<file path="src/rtl/mips_pipeline_pkg.sv">
// Shared types and constants for the MIPS pipeline hazard controller.
// Holds the sequencer state enum, forwarding-select encodings and the register compare helper.
package mips_pipeline_pkg;

    typedef enum logic [1:0] {
        RUN    = 2'd0,
        DRAIN  = 2'd1,
        HALTED = 2'd2,
        STEP   = 2'd3
    } state_t;

    localparam logic [1:0] FWD_REG    = 2'b00;
    localparam logic [1:0] FWD_MEM_WB = 2'b01;
    localparam logic [1:0] FWD_EX_MEM = 2'b10;
    localparam logic [4:0] REG_ZERO   = 5'd0;

    // $0 is hardwired, so a write to it never produces a dependency.
    function automatic logic reg_hit(input logic [4:0] src, input logic [4:0] dst, input logic wr);
        return wr && (dst != REG_ZERO) && (src == dst);
    endfunction

endpackage

</file>
<file path="src/rtl/forwarding_unit.sv">
// ALU operand bypass select: the youngest writer (EX_MEM) wins over MEM_WB.
// Instantiated by pipeline_hazard_controller only when FORWARDING_EN is defined.
module forwarding_unit
    import mips_pipeline_pkg::*;
(
    input  logic [4:0] ex_rs,
    input  logic [4:0] ex_rt,
    input  logic [4:0] mem_write_reg,
    input  logic       mem_reg_write,
    input  logic [4:0] wb_write_reg,
    input  logic       wb_reg_write,
    output logic [1:0] forward_a,
    output logic [1:0] forward_b
);

    function automatic logic [1:0] fwd_sel(input logic [4:0] src, input logic [4:0] mem_dst,
                                           input logic mem_wr, input logic [4:0] wb_dst,
                                           input logic wb_wr);
        if (reg_hit(src, mem_dst, mem_wr))
            return FWD_EX_MEM;
        else if (reg_hit(src, wb_dst, wb_wr))
            return FWD_MEM_WB;
        else
            return FWD_REG;
    endfunction

    assign forward_a = fwd_sel(ex_rs, mem_write_reg, mem_reg_write, wb_write_reg, wb_reg_write);
    assign forward_b = fwd_sel(ex_rt, mem_write_reg, mem_reg_write, wb_write_reg, wb_reg_write);

endmodule

</file>
<file path="src/rtl/pipeline_hazard_controller.sv">
// Stall/flush/forwarding sequencer with debug halt/single-step drain FSM for the 5-stage MIPS core.
// Define FORWARDING_EN to enable operand bypassing (stall only on load-use); otherwise stall on any RAW.
module pipeline_hazard_controller
    import mips_pipeline_pkg::*;
#(
    parameter int DRAIN_CYCLES = 4,
    parameter int CNT_WIDTH    = 16
) (
    input  logic                 clk,
    input  logic                 reset,
    input  logic [4:0]           id_rs,
    input  logic [4:0]           id_rt,
    input  logic                 id_uses_rs,
    input  logic                 id_uses_rt,
    input  logic                 id_jump,
    input  logic [4:0]           ex_rs,
    input  logic [4:0]           ex_rt,
    input  logic [4:0]           ex_write_reg,
    input  logic                 ex_reg_write,
    input  logic                 ex_mem_read,
    input  logic                 ex_jr,
    input  logic [4:0]           mem_write_reg,
    input  logic                 mem_reg_write,
    input  logic                 mem_branch_taken,
    input  logic [4:0]           wb_write_reg,
    input  logic                 wb_reg_write,
    input  logic                 halt_req,
    input  logic                 step_req,
    output logic                 pc_enable,
    output logic                 if_id_enable,
    output logic                 if_id_flush,
    output logic                 id_ex_flush,
    output logic                 ex_mem_flush,
    output logic [1:0]           forward_a,
    output logic [1:0]           forward_b,
    output logic                 halted,
    output logic [CNT_WIDTH-1:0] stall_count
);

    localparam int DW = $clog2(DRAIN_CYCLES + 1);

    state_t        state;
    logic [DW-1:0] drain_cnt;
    logic [1:0]    fwd_a, fwd_b;
    logic          stall_req, redirect, stall;

`ifdef FORWARDING_EN
    forwarding_unit u_fwd (
        .ex_rs         (ex_rs),
        .ex_rt         (ex_rt),
        .mem_write_reg (mem_write_reg),
        .mem_reg_write (mem_reg_write),
        .wb_write_reg  (wb_write_reg),
        .wb_reg_write  (wb_reg_write),
        .forward_a     (fwd_a),
        .forward_b     (fwd_b)
    );

    // Loaded data only exists after MEM, so a consumer directly behind a load waits one cycle.
    assign stall_req = ex_mem_read &&
                       ((id_uses_rs && reg_hit(id_rs, ex_write_reg, 1'b1)) ||
                        (id_uses_rt && reg_hit(id_rt, ex_write_reg, 1'b1)));

    logic unused_fwd;
    assign unused_fwd = ex_reg_write;
`else
    logic rs_busy, rt_busy;

    assign fwd_a = FWD_REG;
    assign fwd_b = FWD_REG;

    // Without bypassing, hold ID until the producer has left WB.
    assign rs_busy = reg_hit(id_rs, ex_write_reg, ex_reg_write) ||
                     reg_hit(id_rs, mem_write_reg, mem_reg_write) ||
                     reg_hit(id_rs, wb_write_reg, wb_reg_write);
    assign rt_busy = reg_hit(id_rt, ex_write_reg, ex_reg_write) ||
                     reg_hit(id_rt, mem_write_reg, mem_reg_write) ||
                     reg_hit(id_rt, wb_write_reg, wb_reg_write);
    assign stall_req = (id_uses_rs && rs_busy) || (id_uses_rt && rt_busy);

    logic unused_src;
    assign unused_src = ^{ex_rs, ex_rt, ex_mem_read};
`endif

    assign redirect = mem_branch_taken || ex_jr || id_jump;
    assign stall    = stall_req && !redirect;

    always_comb begin
        pc_enable    = 1'b1;
        if_id_enable = 1'b1;
        if_id_flush  = 1'b0;
        id_ex_flush  = 1'b0;
        ex_mem_flush = 1'b0;
        forward_a    = FWD_REG;
        forward_b    = FWD_REG;
        halted       = 1'b0;
        if (!reset) begin
            forward_a = fwd_a;
            forward_b = fwd_b;
            halted    = (state == HALTED);
            if (mem_branch_taken) begin
                if_id_flush  = 1'b1;
                id_ex_flush  = 1'b1;
                ex_mem_flush = 1'b1;
            end else if (ex_jr) begin
                if_id_flush = 1'b1;
                id_ex_flush = 1'b1;
            end else if (id_jump) begin
                if_id_flush = 1'b1;
            end else if (stall) begin
                pc_enable    = 1'b0;
                if_id_enable = 1'b0;
                id_ex_flush  = 1'b1;
            end else if (state == DRAIN || state == HALTED) begin
                pc_enable   = 1'b0;
                if_id_flush = 1'b1;
            end
        end
    end

    always_ff @(posedge clk or posedge reset) begin
        if (reset) begin
            state       <= RUN;
            drain_cnt   <= '0;
            stall_count <= '0;
        end else begin
            if (stall && stall_count != '1)
                stall_count <= stall_count + 1'b1;
            case (state)
                RUN: if (halt_req && !stall && !redirect) begin
                    state     <= DRAIN;
                    drain_cnt <= DW'(DRAIN_CYCLES);
                end
                DRAIN: if (!stall) begin
                    if (drain_cnt <= DW'(1)) begin
                        state     <= HALTED;
                        drain_cnt <= '0;
                    end else begin
                        drain_cnt <= drain_cnt - 1'b1;
                    end
                end
                HALTED: begin
                    if (!halt_req)
                        state <= RUN;
                    else if (step_req)
                        state <= STEP;
                end
                STEP: if (!stall) begin
                    state     <= DRAIN;
                    drain_cnt <= DW'(DRAIN_CYCLES);
                end
                default: state <= RUN;
            endcase
        end
    end

endmodule
</file>
<file path="config.mk">
export PLATFORM = sky130hd
export DESIGN_NAME = pipeline_hazard_controller
export DESIGN_NICKNAME = d
export VERILOG_FILES = /design/src/rtl/mips_pipeline_pkg.sv /design/src/rtl/forwarding_unit.sv /design/src/rtl/pipeline_hazard_controller.sv
export SDC_FILE = /design/constraint.sdc
export NUM_CORES = 1
export LEC_CHECK = 0
export ABC_CLOCK_PERIOD_IN_PS = 3620
export CAP_MARGIN = 40
export CORE_MARGIN = 8
export CORE_UTILIZATION = 45
export DETAILED_ROUTE_END_ITERATION = 7
export PLACE_DENSITY = 0.85
export RECOVER_POWER = 25
export SYNTH_ARGS = -nofsm -noshare
export SYNTH_HDL_FRONTEND = slang
export SYNTH_SLANG_ARGS = --single-unit
</file>
<file path="constraint.sdc">
create_clock -name clk -period 3.62 [get_ports clk]
set_input_delay 0.362 -clock clk [delete_from_list [all_inputs] [get_ports clk]]
set_output_delay 0.362 -clock clk [all_outputs]
set_load 0.02 [all_outputs]
</file>
======== After elaboration in Yosys (flattened, before gate mapping) ========
Cells that the tools add are included.
operators by class
  $add $sub $neg .......................... 2
  $lt $le $gt $ge ......................... 1
  equality and inequality tests ........... 15
  mux-type cells .......................... 37
  reductions and logical operators ........ 32
operators by type and width
  operator                                                                           number
  5-bit equality test                                                                6
  1-bit 2-to-1 mux                                                                   25
  16-bit by 1-bit adder with 16-bit output (second input constant)                   1
  16-bit inequality test (second input constant)                                     1
  1-bit logical AND                                                                  15
  5-bit nonzero test                                                                 3
  2-bit 2-to-1 mux                                                                   6
  3-bit 2-to-1 mux                                                                   4
  3-bit case mux with 3 select lines                                                 1
  1-bit logical OR                                                                   8
  2-bit case mux with 4 select lines                                                 1
  2-bit inequality test (second input constant)                                      3
  5-bit AND reduction                                                                1
  2-bit equality test (second input constant)                                        2
  4-bit AND reduction                                                                1
  3-bit by 1-bit less-or-equal comparator with 1-bit output (second input constant)  1
  3-bit inequality test (second input constant)                                      1
  3-bit nonzero test                                                                 1
  3-bit by 1-bit subtractor with 3-bit output (second input constant)                1
  2-bit by 1-bit equality test with 1-bit output (second input constant)             1
  1-bit logical NOT                                                                  2
  2-bit logical NOT                                                                  1
  2-bit by 1-bit inequality test with 1-bit output (second input constant)           1
storage, ports and cells
  register bits after elaboration ......... 21
  input bits .............................. 48
  word-level logic and storage cells ...... 90

======== Depth between registers and ports, before layout ========
Gate-level depths: netlist (run 1).
  word-level depth ........................ 13
  depth in mapped cells ................... 8

======== Worst setup path before layout (run 1) ========
Ideal clock, no wire load.
  path kind ............................... input to output
  from .................................... input port mem_write_reg[1]
  to ...................................... output port pc_enable
  data arrival time ....................... 2.083 ns
  required time ........................... 3.258 ns
  path slack .............................. 1.175 ns
  cell stages on the path ................. 6
  path buffers ............................ 0
  path through ............................ or4_1 -> o21ai_2 -> nor4_1 -> o31ai_4 -> nand2_1 -> o21ai_0
on the way
  longest elaborated chain between the ends .. 13
  elaborated cells on any way between the ends .. 19
RTL lines
  element                              RTL line                                                            source
  start, declared                      pipeline_hazard_controller.sv:22                                    input logic [4:0] mem_write_reg,
  5-bit nonzero test                   mips_pipeline_pkg.sv:19                                             return wr && (dst != REG_ZERO) && (src == dst);
  1-bit logical AND (2 in series)      mips_pipeline_pkg.sv:19
  1-bit logical OR (on tied branches)  pipeline_hazard_controller.sv:73, pipeline_hazard_controller.sv:76
  1-bit logical OR (on tied branches)  pipeline_hazard_controller.sv:74, pipeline_hazard_controller.sv:77
  1-bit logical AND                    pipeline_hazard_controller.sv:79                                    assign stall_req = (id_uses_rs && rs_busy) || (id_uses_rt && rt_busy);
  1-bit logical OR *                   pipeline_hazard_controller.sv:79
  1-bit logical AND *                  pipeline_hazard_controller.sv:86                                    assign stall = stall_req && !redirect;
  1-bit 2-to-1 mux *                   pipeline_hazard_controller.sv:110                                   end else if (stall) begin
  1-bit 2-to-1 mux *                   pipeline_hazard_controller.sv:108                                   end else if (id_jump) begin
  1-bit 2-to-1 mux *                   pipeline_hazard_controller.sv:105                                   end else if (ex_jr) begin
  1-bit 2-to-1 mux *                   pipeline_hazard_controller.sv:101                                   if (mem_branch_taken) begin
  1-bit 2-to-1 mux *                   pipeline_hazard_controller.sv:97                                    if (!reset) begin
  end, declared                        pipeline_hazard_controller.sv:29                                    output logic pc_enable,
Mark *: on every way between the ends. The rest lies on a longest branch, timed or not.

======== Final worst setup path (run 1) ========
  from .................................... input port ex_write_reg[2]
  to ...................................... output port pc_enable
on the way
  longest elaborated chain between the ends .. 13
  elaborated cells on any way between the ends .. 19
RTL lines
  element                              RTL line                                                            source
  start, declared                      pipeline_hazard_controller.sv:18                                    input logic [4:0] ex_write_reg,
  5-bit nonzero test                   mips_pipeline_pkg.sv:19
  1-bit logical AND (2 in series)      mips_pipeline_pkg.sv:19
  1-bit logical OR (on tied branches)  pipeline_hazard_controller.sv:73, pipeline_hazard_controller.sv:76
  1-bit logical OR (on tied branches)  pipeline_hazard_controller.sv:74, pipeline_hazard_controller.sv:77
  1-bit logical AND                    pipeline_hazard_controller.sv:79
  1-bit logical OR *                   pipeline_hazard_controller.sv:79
  1-bit logical AND *                  pipeline_hazard_controller.sv:86
  1-bit 2-to-1 mux *                   pipeline_hazard_controller.sv:110
  1-bit 2-to-1 mux *                   pipeline_hazard_controller.sv:108
  1-bit 2-to-1 mux *                   pipeline_hazard_controller.sv:105
  1-bit 2-to-1 mux *                   pipeline_hazard_controller.sv:101
  1-bit 2-to-1 mux *                   pipeline_hazard_controller.sv:97
Marked as above.

==> flow_summary.ini, run 1 <==
[status]
status = completed

[synth]
netlist_instances = 177
yosysSeqAreaShare_pct = 31.5
synthAdderAreaFrac_pct = 5.99
synth-seq-cells = 21
synth.avg_cell_area_um2 = 9.44
yosysWarnings = 0
synthXorXnorAreaFrac_pct = 23.6
synthesis.area_um2 = 1670
synth-simple-area-share_pct = 20.1
synth_mux_area_share_pct = 1.27
synth_compound_area_share_pct = 13.3
yosysUniqueCellTypes = 42
synth_top_family_by_area = XOR/XNOR gates

[worst_hold_path]
hp-class = reg2reg
min_from = stall_count[15]

[setup_path]
r2r-start = stall_count[4]
cp-start-kind = input port
startpoint = ex_write_reg[2]
critPathRequiredTime_ns = 3.26
crit_arrival_ns = 3.00
criticalPathCategory = in2out
path_max_fanout = 6
critPathCaptureType = output pin

[power_and_ir_drop]
power_density_nw_per_um2 = 361
power_leakage_nw = 0.977
vdd_ir_drop_max_mv = 0.152
total_power_uw = 843

[timing]
slew_headroom_pct = 22.4
setup_ws_ns = 0.261
min_period_over_period_pct = 92.8
drv_slew = 0
final-setup-viol-count = 0
hold_viol = 0
finClkSkew_ns = 0.00232
finalCriticalPeriod_ns = 3.36
holdWs_ns = 0.489
tns_ns = 0
timing.fmax_mhz = 298
rsz0062_at_grt = no
tightest_slew_ns = 1.16

[drt]
drtIter0Drc = 79
ant_nets = 0
wirelength_um = 4110
via_count = 1495
drc_errors = 0
avgViaCountPerCell = 5.23
wl_per_cell_um = 14.4
dr.pass1.iters = 4

[layout]
most-common-layout-cells = clkdlybuf4s50_1 (57), xnor2_1 (23), xor2_1 (22)
antenna_cells = 0
final_common_cell = clkdlybuf4s50_1
layout.nets = 295
syn_to_final_growth_pct = 39.6
post-route-util_pct = 64.6
drive_above_1_share_pct = 4.20

[floorplan]
core_um2 = 3610
die_x_um = 76.9
die-area_um2 = 5920
fp-row-count = 22
pin_count = 74
dieHeight_um = 76.9
initial_core_util_pct = 46.3

[global_routing]
track_usage_pct = 13.8
grt_pass1_vias = 1614
gr-total-overflow = 0
grt_antenna_before_repair = 0
grt_pass1_wl_um = 6990
grt_max_degree = 23

[cts]
cts.sinks = 21
ctsHoldBuffers = 0
cts_root_buf = clkbuf_8
clk_latency_ns = 0.26
cts_setup_buffers = 0
numCtsBuffers = 3
htree_levels = 1
tritoncts = done
cts_resized = 0
path_clk_slew_ns = 0.07
cts.path.max_buffers = 2

[flow_run]
drv_cap = 0

[placed_design]
gp_congestion = 0.846
port_buffers = 58
dpl.hpwl_um = 3580
post-place-ws_ns = 0.212
-- cells by family (layout without fill, tap and decap cells) --
kind of cell / count (synthesis) / after routing
and+or+nand+nor: 61 / 61
xor gates and xnor gates: 45 / 45
AOI/OAI and AO/OA: 27 / 27
DFF: 21 / 21
buffers and inverters: 12 / 70
adders and majority gates: 8 / 8
muxes: 2 / 2
other: 1 / 4
-- Yosys cell counts, drive strengths merged --
master    n  share of area (%)
and2      1               0.37
nand3     9                2.7
nand4     3                1.1
xor2     22                 12
or4       3                1.3
mux2i     1               0.60
conb      1               0.22
inv       7                1.6
a2bb2oi   1               0.52
a2111oi   1               0.52
mux2      1               0.67
xnor2    23                 12
or3       1               0.37
nor2      7                1.6
nor3      6                2.1
nand2b    2               0.75
and4      1               0.52
buf       5                2.5
o32ai     1               0.52
a31oi     1               0.75
and3      2               0.75
a21o      1               0.52
o21a      1               0.45
o21ai     7                2.3
nor2b     2               0.75
nor4      8                3.0
o31a      1               0.52
nand2    11                2.5
a21boi    1               0.45
o41ai     3                1.6
dfrtp    21                 31
o31ai     2                2.5
a211oi    1               0.45
o41a      1               0.67
ha        8                6.0
nor3b     4                1.8
nand3b    1               0.45
a21oi     5                1.5
-- registers in the layout (all words and copies together), names as in the netlist --
| name | cells |
|---|---|
| drain_cnt | 3 |
| stall_count | 16 |
| state | 2 |
-- layer usage --
| metal | global-route usage [%] | vias up | wire [µm] |
|---|---|---|---|
| met5 | 0 | - | 0 |
| met4 | 5.19 | 0 | 59 |
| met3 | 4.66 | 5 | 323 |
| met2 | 26.1 | 39 | 2170 |
| met1 | 13.4 | 704 | 1550 |
| li1 | - | 747 | - |
-- path summary, 6_finish.rpt --
kind | cells past startpoint | slack [ns] | end
max in group asynchronous | 3 | 1.93 | drain_cnt[2]
min reg2reg | 1 | 0.49 | stall_count[15]
min in group asynchronous | 3 | 1.00 | state[1]
min | 1 | 0.49 | stall_count[15]
max | 8 | 0.26 | pc_enable
max reg2reg | 6 | 1.42 | stall_count[1]
-- power by group --
group	switching, mW	internal [mW]
Combinational	0.203	0.186
Clock	0.0789	0.0768
Sequential	0.0316	0.267
Total	0.313	0.529
-- through the flow --
step / std cells / instance area [µm²]
2_1_floorplan: 180 / 1680
3_3_place_gp: 282 / 2290
3_5_place_dp: 282 / 2290
4_1_cts: 286 / 2330
5_1_grt: 286 / 2330
6_report: 286 / 2330
-- worst max-delay path, stage by stage --
cell	delay, ns
clkdlybuf4s50_1	0.48
or4_1	0.54
o21ai_1	0.17
nor4_1	0.11
o31ai_4	0.33
nand2_1	0.16
o21ai_0	0.21
clkdlybuf4s50_1	0.64
-- layout make-up --
type / instances / area [µm²]
multi-input cells: 147 / 1090
repair buffers: 59 / 584
clock buffers: 3 / 41.3
clock inverters: 1 / 5.00
fillers: 304 / 1270
well taps: 48 / 60.1
flip-flops and latches: 21 / 526
inverters: 7 / 26.3
Note: power is estimated with default switching activity, not from simulation.
==> inputs of run 2 (changes only) <==
--- a/config.mk
+++ b/config.mk
@@ -7,6 +7,7 @@
 export LEC_CHECK = 0
 export ABC_CLOCK_PERIOD_IN_PS = 3620
 export CAP_MARGIN = 40
+export CORE_ASPECT_RATIO = 1.75
 export CORE_MARGIN = 8
 export CORE_UTILIZATION = 45
 export DETAILED_ROUTE_END_ITERATION = 7
==> run 2 against run 1 <==
Combinational power grew 1%. Core utilization increased by 0.14 points. Clock power down 3%. Non-clock buffer count unchanged.
==> flow_summary.ini, run 2 (synthesis gave the netlist of run 1 again) <==
[timing]
tns_ns = 0
rsz0062_at_grt = no
tightest_slew_ns = 1.11
slew_headroom_pct = 26.0
hold_viol = 0
timing.fmax_mhz = 299
holdWs_ns = 0.490
min_period_over_period_pct = 92.5
final-setup-viol-count = 0
drv_slew = 0
finClkSkew_ns = 0.00216
finalCriticalPeriod_ns = 3.35

[power_and_ir_drop]
p_comb_share_pct = 46.8
total_power_uw = 841
internal-power_uw = 532
p_sw_uw = 310
clkPwrFrac_pct = 17.9
vdd_ir_drop_max_mv = 0.329
swShare_pct = 36.8
power_leakage_nw = 0.974
seqPwrFrac_pct = 35.2
power_density_nw_per_um2 = 362

[layout]
largest_register_ff_count = 16
antenna_cells = 0
most-common-layout-cells = clkdlybuf4s50_1 (57), xnor2_1 (23), xor2_1 (22)
syn_to_final_growth_pct = 39.3
drive_above_1_share_pct = 3.78
layout.nets = 295
largestRegisters = stall_count: 16 flops, drain_cnt: 3 flops, state: 2 flops
nFillCells = 293
multiInputGateArea_um2 = 1090
final_common_cell = clkdlybuf4s50_1
register_area_um2 = 526
regMostFlops = stall_count
finish.cell_count_without_fillers = 284
post-route-util_pct = 64.8

[cts]
tritoncts = done
cts_root_buf = clkbuf_8
path_clk_slew_ns = 0.07
htree_levels = 1
ctsHoldBuffers = 0
cts_setup_buffers = 0
cts.sinks = 21
clk_latency_ns = 0.26
cts.path.max_buffers = 2
cts_resized = 0
numCtsBuffers = 3

[floorplan]
dieHeight_um = 96.6
pin_count = 74
core_um2 = 3590
die-area_um2 = 5990
fp-row-count = 29
die_x_um = 62.1
initial_core_util_pct = 46.5

[global_routing]
grt_pass1_vias = 1750
grt_antenna_before_repair = 0
grt_max_degree = 22
gr-total-overflow = 0
track_usage_pct = 16.3
grt_pass1_wl_um = 7610

[placed_design]
dpl.hpwl_um = 3710
dp_cells = 280
port_buffers = 58
gp_congestion = 0.814

[drt]
met3WireLength_um = 153
wl_per_cell_um = 15.9
wirelength_um = 4520
dr_wl_met2_um = 2600
dr.pass1.iters = 4
met1_length_um = 1670
highest_layer = met4
drtIter0Drc = 51
avgViaCountPerCell = 5.40
ant_nets = 0
via_count = 1533
drc_errors = 0

[setup_path]
criticalPathCategory = in2out
critPathRequiredTime_ns = 3.26
path_max_fanout = 6
crit_arrival_ns = 2.99
critPathCaptureType = output pin
r2r_slack_ns = 1.43
cp-start-kind = input port

[worst_hold_path]
hp-class = reg2reg

[flow_run]
drv_cap = 0

[status]
status = completed
==> run 2: worst paths after layout <==
path,startpoint,to,depth (start not counted)
worst max-delay path,mem_write_reg[1],pc_enable,8
worst min-delay path,stall_count[11],stall_count[11],1
worst max register to register,stall_count[4],stall_count[1],6
worst min register to register,stall_count[11],stall_count[11],1
max in group asynchronous,reset,stall_count[4],3
min in group asynchronous,reset,drain_cnt[2],3
==> run 2: stage by stage <==
stage / area, µm² / setup WS (ns)
finish: 2330 / 0.272
global route: 2330 / 0.0853
CTS: 2330 / 0.265
detailed placement: 2290 / 0.259
global placement: 2290 / 0.281
floorplan: 1680 / 1.18
==> run 2: power by group through the flow <==
stage | logic (mW) | registers, mW | clock network, mW
after floorplan | 0.259 | 0.302 | 0
after CTS | 0.397 | 0.296 | 0.154
after global routing | 0.448 | 0.300 | 0.165
after detailed placement | 0.395 | 0.301 | 0
final | 0.394 | 0.296 | 0.151
after global placement | 0.383 | 0.300 | 0
==> run 2: per-layer routing <==
metal | global-route usage, % | vias up
li1 | - | 742
met4 | 7.27 | 0
met2 | 30.7 | 41
met1 | 17.1 | 742
met5 | 0 | -
met3 | 1.59 | 8
==> run 2: final cells by class <==
cell class                 instances  share of cell area, %
clock buffer                       4                   1.94
sequential                        21                   22.6
inverter                           7                   1.13
tap                               46                   2.47
timing repair buffer              59                   25.1
multi-input combinational        147                   46.8
==> run 2: worst max-delay path, stage by stage <==
cell,delay (ns)
clkdlybuf4s50_1,0.49
or4_1,0.56
o21ai_2,0.14
nor4_1,0.09
o31ai_4,0.38
nand2_1,0.16
o21ai_0,0.17
clkdlybuf4s50_1,0.63
==> inputs of run 3 (changes only) <==
--- a/config.mk
+++ b/config.mk
@@ -8,7 +8,6 @@
 export ABC_CLOCK_PERIOD_IN_PS = 3620
 export CAP_MARGIN = 40
 export CORE_ASPECT_RATIO = 1.75
-export CORE_MARGIN = 8
 export CORE_UTILIZATION = 45
 export DETAILED_ROUTE_END_ITERATION = 7
 export PLACE_DENSITY = 0.85
==> run 3 against run 2 <==
Routed wire length decreased by 15%. Sequential power about the same. Setup slack improved by 0.020 ns. First-iteration DRC count decreased by 31%. Via count decreased by 1.3%. Clock skew decreased by 0.00096 ns. Hold slack about the same. Clock power about the same. Die area decreased by 34%.
==> flow_summary.ini, run 3 (synthesis gave the netlist of run 1 again) <==
[status]
status = completed

[cts]
cts.path.max_buffers = 2
ctsHoldBuffers = 0
numCtsBuffers = 3
cts.sinks = 21
cts_setup_buffers = 0
cts_resized = 0
clk_latency_ns = 0.25
cts_root_buf = clkbuf_8
tritoncts = done
htree_levels = 1
path_clk_slew_ns = 0.07

[layout]
layout.nets = 295
post-route-util_pct = 67.1
final_common_cell = clkdlybuf4s50_1
largest_register_ff_count = 16
most-common-layout-cells = clkdlybuf4s50_1 (57), xnor2_1 (23), xor2_1 (22)
drive_above_1_share_pct = 3.78
regMostFlops = stall_count
antenna_cells = 0
largestRegisters = stall_count: 16 flops, drain_cnt: 3 flops, state: 2 flops
fin_area_um2 = 2330
syn_to_final_growth_pct = 39.3
nFillCells = 280

[timing]
timing.fmax_mhz = 300
finalCriticalPeriod_ns = 3.33
final-setup-viol-count = 0
tns_ns = 0
hold_viol = 0
rsz0062_at_grt = no
setup_ws_ns = 0.292
tightest_slew_ns = 1.12
drv_slew = 0
slew_headroom_pct = 25.3
finClkSkew_ns = 0.00120
min_period_over_period_pct = 91.9

[drt]
drtIter0Drc = 35
drc_errors = 0
avgViaCountPerCell = 5.35
wirelength_um = 3860
via_count = 1513
wl_per_cell_um = 13.6
ant_nets = 0
dr.pass1.iters = 4

[floorplan]
initial_core_util_pct = 48.2
pin_count = 74
die_x_um = 48.1
dieHeight_um = 82.6
core_um2 = 3470
fp-row-count = 28
die-area_um2 = 3970

[global_routing]
gr-usage-met2_pct = 39.5
grt_pass1_vias = 1490
grt_pass1_wl_um = 6110
grt_util_met1_pct = 23.2
grtUsageMet3_pct = 2.83
grt_max_degree = 22
gr-total-overflow = 0
track_usage_pct = 21.0
grt_antenna_before_repair = 0
busiest_layer = met2

[setup_path]
r2r-start = stall_count[0]
critPathCaptureType = output pin
r2r-end = stall_count[1]
criticalPathCategory = in2out
path_max_fanout = 6
r2r_slack_ns = 1.44
crit_arrival_ns = 2.97
critPathRequiredTime_ns = 3.26
reg2reg_depth = 5
cp-start-kind = input port

[power_and_ir_drop]
power_leakage_nw = 0.974
p_comb_share_pct = 46.4
clkPwrFrac_pct = 18.1
swShare_pct = 36.4
seqPwrFrac_pct = 35.5
vdd_ir_drop_max_mv = 0.314
power_density_nw_per_um2 = 360
p_sw_uw = 305
internal-power_uw = 532

[worst_hold_path]
holdPathStages = 1
min_from = stall_count[14]
hp-class = reg2reg
min_to = stall_count[14]

[placed_design]
gp_congestion = 0.787
dpl_cell_area_um2 = 2280
dpl.hpwl_um = 3120
port_buffers = 58
post-place-ws_ns = 0.278

[flow_run]
drv_cap = 0
-- run 3: cell counts in the layout (fill, tap and decap cells not counted) --
Identical to the previous run, type by type.
-- run 3: worst max-delay path by stage --
stage | endpoint | slack [ns] | depth (start not counted) | start
after CTS | pc_enable | 0.28 | 8 | ex_write_reg[1]
after detailed placement | pc_enable | 0.28 | 8 | ex_write_reg[1]
final | pc_enable | 0.29 | 8 | mem_write_reg[2]
after global routing | pc_enable | 0.12 | 8 | ex_write_reg[1]
after floorplan | pc_enable | 1.18 | 6 | mem_write_reg[1]
after global placement | pc_enable | 0.31 | 8 | mem_write_reg[1]
-- run 3: worst max-delay path, cell delays in order --
cell and delay [ns]:
clkdlybuf4s50_1 0.49, or4_1 0.55, o21ai_2 0.14, nor4_1 0.10, o31ai_4 0.37, nand2_1 0.16
o21ai_0 0.17, clkdlybuf4s50_1 0.62
-- run 3: power by group through the flow --
stage	Clock, mW	Combinational (mW)	Sequential, mW
finish	0.151	0.388	0.297
global route	0.164	0.436	0.300
CTS	0.153	0.391	0.296
detailed placement	0	0.390	0.301
global placement	0	0.379	0.300
floorplan	0	0.259	0.302
-- run 3: final cells by class --
type	count	area [µm²]	area share (%)
Sequential cell	21	526	22.6
Tap cell	45	56.3	2.42
Clock buffer	4	45.0	1.94
Multi-Input combinational cell	147	1090	46.8
Timing Repair Buffer	59	584	25.1
Inverter	7	26.3	1.13
-- run 3: stage by stage --
step | cells | power [mW] | hold WS (ns)
after floorplan | 180 | 0.560 | 0.347
after global placement | 279 | 0.679 | 0.474
after detailed placement | 279 | 0.691 | 0.482
after CTS | 283 | 0.840 | 0.495
after global routing | 283 | 0.900 | 0.520
final | 283 | 0.837 | 0.490
-- run 3: per-layer routing --
| layer | wire, µm | vias up |
|---|---|---|
| met4 | 29 | 0 |
| met1 | 1520 | 725 |
| met5 | 0 | - |
| met2 | 2190 | 41 |
| li1 | - | 743 |
| met3 | 115 | 4 |
